==> src/rtl/mips32_pkg.sv <==
// Shared definitions for the MIPS32 boot loader: loader FSM states, word width,
// default memory address width and the HLT opcode.
package mips32_pkg;

  localparam int WORD_W         = 32;
  localparam int ADDR_W_DEFAULT = 10;

  // Opcode field of the HLT instruction.
  localparam logic [5:0] OP_HLT = 6'b111111;

  typedef enum logic [1:0] {
    ST_IDLE = 2'd0,
    ST_LOAD = 2'd1,
    ST_PAD  = 2'd2,
    ST_RUN  = 2'd3
  } loader_state_e;

endpackage

==> src/rtl/mips32_prog_loader_byte_packer.sv <==
// Packs a big-endian byte stream into 32-bit words. It can also zero-fill a
// partial word on request, and it registers the finished word with a valid pulse.
module byte_packer
  import mips32_pkg::*;
(
  input  logic              clk1,
  input  logic              rst_n,
  input  logic              clear,
  input  logic              push,
  input  logic [7:0]        data,
  input  logic              pad,
  input  logic              wr_allow,
  output logic [1:0]        byte_idx,
  output logic              word_done,
  output logic              word_valid,
  output logic [WORD_W-1:0] word_q
);

  // asm_q holds up to three earlier bytes, with the newest byte in the low bits.
  logic [23:0]       asm_q;
  logic [WORD_W-1:0] word_next;

  always_comb begin
    word_done = 1'b0;
    word_next = '0;
    if (push && (byte_idx == 2'd3)) begin
      word_done = 1'b1;
      word_next = {asm_q, data};
    end else if (pad) begin
      word_done = (byte_idx != 2'd0);
      case (byte_idx)
        2'd1:    word_next = {asm_q[7:0], 24'h000000};
        2'd2:    word_next = {asm_q[15:0], 16'h0000};
        2'd3:    word_next = {asm_q, 8'h00};
        default: word_next = '0;
      endcase
    end
  end

  always_ff @(posedge clk1 or negedge rst_n) begin
    if (!rst_n) begin
      byte_idx   <= 2'd0;
      asm_q      <= '0;
      word_valid <= 1'b0;
      word_q     <= '0;
    end else begin
      word_valid <= word_done && wr_allow;
      if (word_done && wr_allow)
        word_q <= word_next;
      if (clear) begin
        byte_idx <= 2'd0;
        asm_q    <= '0;
      end else if (push) begin
        byte_idx <= byte_idx + 2'd1;
        asm_q    <= {asm_q[15:0], data};
      end else if (pad) begin
        byte_idx <= 2'd0;
        asm_q    <= '0;
      end
    end
  end

endmodule

==> src/rtl/mips32_prog_loader.sv <==
// Boot loader that streams a program into MIPS32 memory from word 0, then runs the CPU until it halts.
// Defining LOADER_CHECKSUM_EN makes the s_last byte a checksum that is checked before the CPU is released.
module mips32_prog_loader
  import mips32_pkg::*;
#(
  parameter int ADDR_W = ADDR_W_DEFAULT
) (
  input  logic              clk1,
  input  logic              rst_n,
  input  logic              start,
  input  logic              s_valid,
  output logic              s_ready,
  input  logic [7:0]        s_data,
  input  logic              s_last,
  output logic              mem_we,
  output logic [ADDR_W-1:0] mem_addr,
  output logic [WORD_W-1:0] mem_wdata,
  output logic              cpu_run,
  input  logic              cpu_halted,
  output logic [ADDR_W:0]   load_words,
  output logic              err_overflow,
  output logic              err_csum
);

  // state | meaning
  // IDLE  | waiting for start, stream blocked
  // LOAD  | accepting bytes, writing each completed word
  // PAD   | zero-filling and writing the trailing partial word
  // RUN   | CPU released until it reports halt

  localparam logic [ADDR_W:0] DEPTH = {1'b1, {ADDR_W{1'b0}}};

  loader_state_e state;
  logic [1:0]    byte_idx;
  logic          word_done;
  logic          accept;
  logic          push;
  logic          pad;
  logic          clear;
  logic          full;
  logic          pend_after;
  logic          stop;
  logic          pad_to_idle;

  assign accept = s_valid && s_ready;
  assign full   = (load_words == DEPTH);
  assign pad    = (state == ST_PAD);
  assign clear  = (state == ST_IDLE) && start;

`ifdef LOADER_CHECKSUM_EN
  logic [7:0] csum_acc;
  logic       csum_bad;

  // The checksum byte is not program data and never enters the packer.
  assign push       = accept && !s_last;
  assign csum_bad   = ((csum_acc + s_data) != 8'h00);
  assign pend_after = (byte_idx != 2'd0);
  assign stop       = err_overflow || csum_bad;

  always_ff @(posedge clk1 or negedge rst_n) begin
    if (!rst_n) begin
      csum_acc <= 8'h00;
      err_csum <= 1'b0;
    end else if (clear) begin
      csum_acc <= 8'h00;
      err_csum <= 1'b0;
    end else if (push) begin
      csum_acc <= csum_acc + s_data;
    end else if (accept && s_last && csum_bad) begin
      err_csum <= 1'b1;
    end
  end
`else
  assign push       = accept;
  assign pend_after = (byte_idx != 2'd3);
  assign stop       = err_overflow || full;
  assign err_csum   = 1'b0;
`endif

  byte_packer u_packer (
    .clk1       (clk1),
    .rst_n      (rst_n),
    .clear      (clear),
    .push       (push),
    .data       (s_data),
    .pad        (pad),
    .wr_allow   (!full),
    .byte_idx   (byte_idx),
    .word_done  (word_done),
    .word_valid (mem_we),
    .word_q     (mem_wdata)
  );

  always_ff @(posedge clk1 or negedge rst_n) begin
    if (!rst_n) begin
      state        <= ST_IDLE;
      s_ready      <= 1'b0;
      mem_addr     <= '0;
      load_words   <= '0;
      cpu_run      <= 1'b0;
      err_overflow <= 1'b0;
      pad_to_idle  <= 1'b0;
    end else begin
      if (word_done && !full) begin
        mem_addr   <= load_words[ADDR_W-1:0];
        load_words <= load_words + 1'b1;
      end
      case (state)
        ST_IDLE: begin
          if (start) begin
            state        <= ST_LOAD;
            s_ready      <= 1'b1;
            load_words   <= '0;
            err_overflow <= 1'b0;
            pad_to_idle  <= 1'b0;
          end
        end
        ST_LOAD: begin
          if (accept) begin
            if (push && full)
              err_overflow <= 1'b1;
            if (s_last) begin
              s_ready <= 1'b0;
              // A partial word can only be written while memory still has room.
              if (pend_after && !full) begin
                state       <= ST_PAD;
                pad_to_idle <= stop;
              end else begin
                state <= stop ? ST_IDLE : ST_RUN;
              end
            end
          end
        end
        ST_PAD: begin
          state <= pad_to_idle ? ST_IDLE : ST_RUN;
        end
        ST_RUN: begin
          if (!cpu_run) begin
            cpu_run <= 1'b1;
          end else if (cpu_halted) begin
            cpu_run <= 1'b0;
            state   <= ST_IDLE;
          end
        end
        default: state <= ST_IDLE;
      endcase
    end
  end

endmodule

==> config.mk <==
export PLATFORM = sky130hd
export DESIGN_NAME = mips32_prog_loader
export DESIGN_NICKNAME = d
export VERILOG_FILES = /design/src/rtl/mips32_pkg.sv /design/src/rtl/mips32_prog_loader_byte_packer.sv /design/src/rtl/mips32_prog_loader.sv
export SDC_FILE = /design/constraint.sdc
export NUM_CORES = 1
export LEC_CHECK = 0
export BUFFER_PORTS_ARGS = -buffer_cell sky130_fd_sc_hd__buf_2
export CORE_ASPECT_RATIO = 0.7
export CORE_MARGIN = 2
export CORE_UTILIZATION = 35
export DETAILED_ROUTE_END_ITERATION = 7
export GPL_TIMING_DRIVEN = 0
export HOLD_SLACK_MARGIN = 0.06
export PLACE_DENSITY = 0.61
export SLEW_MARGIN = 10
export SYNTH_ARGS = -nofsm -noshare
export SYNTH_HDL_FRONTEND = slang
export SYNTH_SLANG_ARGS = --single-unit
==> constraint.sdc <==
create_clock -name clk1 -period 2.41 [get_ports clk1]
set_input_delay 0 -clock clk1 [delete_from_list [all_inputs] [get_ports clk1]]
set_output_delay 0 -clock clk1 [all_outputs]
set_load 0.02 [all_outputs]
==> summary.md <==
| Metric | Value |
|---|---|
| Status | finished, final reports clean |
| Max_cap viols | 0 |
| Post-synthesis xor/xnor area fraction | 0.919% |
| WL final | 10100 µm |
| Main combinational cell family by area after synthesis | compound AO/OA/AOI/OAI gates |
| Final nets | 484 |
| Final core utilization | 45.9% |
| Power density cells | 1020 nW/µm² |
| Synth Area in Compound Gates | roughly a fifth |
| Core ar. | 10500 µm² |
| Post-DP Area | between 4000 and 5000 µm² |
| Share of layout cells above drive strength 1 | 22.0% |
| Number of global-route vias before repair | 3006 |
| Wire per inst | 16.8 µm |
| Hold WS | 0.0802 ns |
| Maximum vdd drop | 0.462 mV |
| Area Growth Syn to Fin | 26.0% |
| Die Wd | 129 µm |
| Max stage delay on crit path | ~0.5 ns |
| Starting Density | 36.4% |
| Worst setup path class | flop to flop |
| Reg clk slew, reported paths | 0.06 ns |
| Clk_skew | 0.00799 ns |
| Drt first pass iters | 5 |
| Leakage | between 0.002 and 0.0025 µW |
| Fmax | 440 MHz |
| Post-synth EDFFs | 0 |
| Adder-cell share of the synthesized area | between 1.5 and 2% |
| DRT iter0 DRCs | roughly 210 |
| Initial antenna violation count | 0 |
| I/O pin count | 72 |
| Final Setup Violations | 0 |
| Number of core rows | 31 |
| Die Y | 91.3 µm |
| Root buffer cell | clkbuf_16 |
| Crit path depth | 9 |
| Deepest clock path buffer count | 2 |
| Data required time at the worst endpoint | 2.64 ns |
| Die footprint | 11800 µm² |
| Tot Pwr | 4890 µW |
| Area of the mapped netlist | 3810 µm² |
| Antenna Nets Post-Route | 0 |
| Post-Synth Simple-Gate Area | about 16% |
| Tcrit/Tclk final | 94.4% |
| Crit start category | flop |
| Post-layout min period | between 2 and 2.5 ns |
| Design Area, Final | 4800 µm² |
| HPWL after DPL | 7320 µm |
| Mux contribution to synthesized area | less than 1% |
| Most common cell after layout, fill and taps aside | dfrtp_1 |
| H-Tree Depth | 3 |
| Sequential share of the synthesized area | 56.4% |
| Setup TNS | 0 ns |
| ANT cells | 0 |
| Synth Flop Type | dfrtp_1 |
| Critical path's top delay family | simple AND/OR/NAND/NOR gates |
| RSZ-0062 raised after global routing | false |
| CTS sink count | 86 |
| Max-slew violations | 0 |
| Grt total ovfl | 0 |
| Rel. slew slack | 51.0% |
| Port bufs | 70 |
| Synth warnings | 0 |
| Via count | 3210 |
| Hold Crit Class | input pin to flop |
| Largest fanout on the critical path | 10 |
| Post-Syn Instances | 370 |
| Final hold vios | 0 |
| Gpl congestion | 0.834 |
| Synthesized area per cell | 10.3 µm² |
| Via/cell ratio | 5.34 |
| Skew-Pair Late Insertion Delay | 0.34 ns |
| TritonCTS clock tree | built |
| Crit. End Element | flop |
| Worst Path Buf+Inv | 4 |
| First-pass GRT wire length | 16400 µm |
| CP Cell Sequence | inv_1 -> ha_1 -> or4b_1 -> o32ai_4 -> buf_4 -> inv_2 -> buf_2 -> nand3_1 -> nand2_1 |
| FF-to-FF path depth | 9 |
| Worst path arrival time | 2.50 ns |
| Distinct cells, synth | 43 |
| Worst Max-Slew Pin Slew | 0.735 ns |
| Yosys reg bits | 86 |
| Slowest cell on the critical path | or4b_1 |
| Worst Hold Depth | 3 |
| Most frequent cells in the layout | dfrtp_1 (86), buf_2 (78), nand2_1 (78), a22o_1 (27), o21ai_0 (25) |
| DRC Markers | 0 |
| Tot GR Track Use | a little under a fifth |
| Total CTS buffers | 9 |
| Synth async-reset ratio | 100% |
| Syn_nets | 390 |
| Largest net degree at the start of global routing | 48 |
==> state kept, by name (all words and copies together), names as in the netlist, 2 cells and up <==
register	flops
mem_addr	10
u_packer.byte_idx	2
u_packer.asm_q	24
state	2
load_words	11
u_packer.word_q	32
==> kinds of logic (layout without fill, tap and decap cells) <==
logic type               after synthesis  count (layout)
buffers and inverters                 31             130
AO/OA/AOI/OAI                        107             107
flip-flops                            86              86
adder cells (fa/ha/maj)                6               6
XOR/XNOR                               4               4
multiplexers                           1               1
AND/OR/NAND/NOR                      134             134
other                                  1               1
==> final cells by class <==
cell class | count | area [µm²]
Clock buffer | 11 | 243
Fill cell | 1027 | 5670
Multi-Input combinational cell | 253 | 1540
Clock inverter | 5 | 81.3
Tap cell | 132 | 165
Buffer | 24 | 105
Timing Repair Buffer | 83 | 495
Sequential cell | 86 | 2150
Inverter | 7 | 26.3
==> path summary, 6_finish.rpt <==
path	start	to	slack (ns)
worst max-delay path	load_words[0]$_DFF_PN0_	u_packer.word_q[14]$_DFFE_PN0P_	0.13
worst min-delay path	s_last	state[0]$_DFFE_PN0P_	0.08
worst max register to register	load_words[0]$_DFF_PN0_	u_packer.word_q[14]$_DFFE_PN0P_	0.13
worst min register to register	u_packer.word_q[9]$_DFFE_PN0P_	u_packer.word_q[9]$_DFFE_PN0P_	0.47
max in group asynchronous	rst_n	u_packer.word_q[14]$_DFFE_PN0P_	1.59
min in group asynchronous	rst_n	cpu_run$_DFFE_PN0N_	0.19
==> layer usage <==
| layer | wire length (µm) | vias up | global-route usage [%] |
|---|---|---|---|
| li1 | - | 1520 | - |
| met4 | 150 | 0 | 5.62 |
| met3 | 583 | 14 | 4.71 |
| met2 | 4200 | 103 | 24.1 |
| met5 | 0 | - | 0 |
| met1 | 5140 | 1573 | 28.1 |
==> where the power goes <==
group          switching (µW)  internal, µW
Sequential                311          1730
Combinational             811           528
Clock                     574           938
Total                    1690          3190
==> worst register-to-register path: cells and delay by family (launching register included) <==
kind                       cells  cell delay [ns]
AOI/OAI and AO/OA              1             0.31
and+or+nand+nor                3             0.71
adders and majority gates      1             0.14
buffers and inverters          4             0.55
DFF                            1             0.44
==> stage by stage <==
step / cells / worst slack (ns)
after floorplan: 370 / 0.367
after global placement: 572 / 0.143
after detailed placement: 573 / 0.0914
after CTS: 599 / 0.0831
after global routing: 601 / 0.0198
final: 601 / 0.135
==> cell usage after synthesis, types with 4 or more instances <==
| library cell | count | share of area, % |
|---|---|---|
| dfrtp_1 | 86 | 56 |
| nand2_1 | 78 | 7.7 |
| a22o_1 | 27 | 6.2 |
| o21ai_0 | 25 | 3.3 |
| nand3_1 | 21 | 2.8 |
| a22oi_1 | 16 | 3.1 |
| a2bb2oi_1 | 16 | 3.7 |
| clkbuf_1 | 12 | 1.2 |
| a21oi_1 | 10 | 1.3 |
| buf_2 | 9 | 1.2 |
| nor2_1 | 8 | 0.79 |
| ha_1 | 6 | 2.0 |
| inv_1 | 6 | 0.59 |
| nand2b_1 | 4 | 0.66 |
| or3_1 | 4 | 0.66 |
==> timing repair <==
| action | in CTS | in global routing |
|---|---|---|
| setup endpoints to repair | 0 | 26 |
| resized for setup | 0 | 1 |
| hold endpoints to repair | 57 | 0 |
| hold buffers | 10 | 0 |
| buffers inserted | 0 | 2 |
Power figures use the tool's default switching activity.
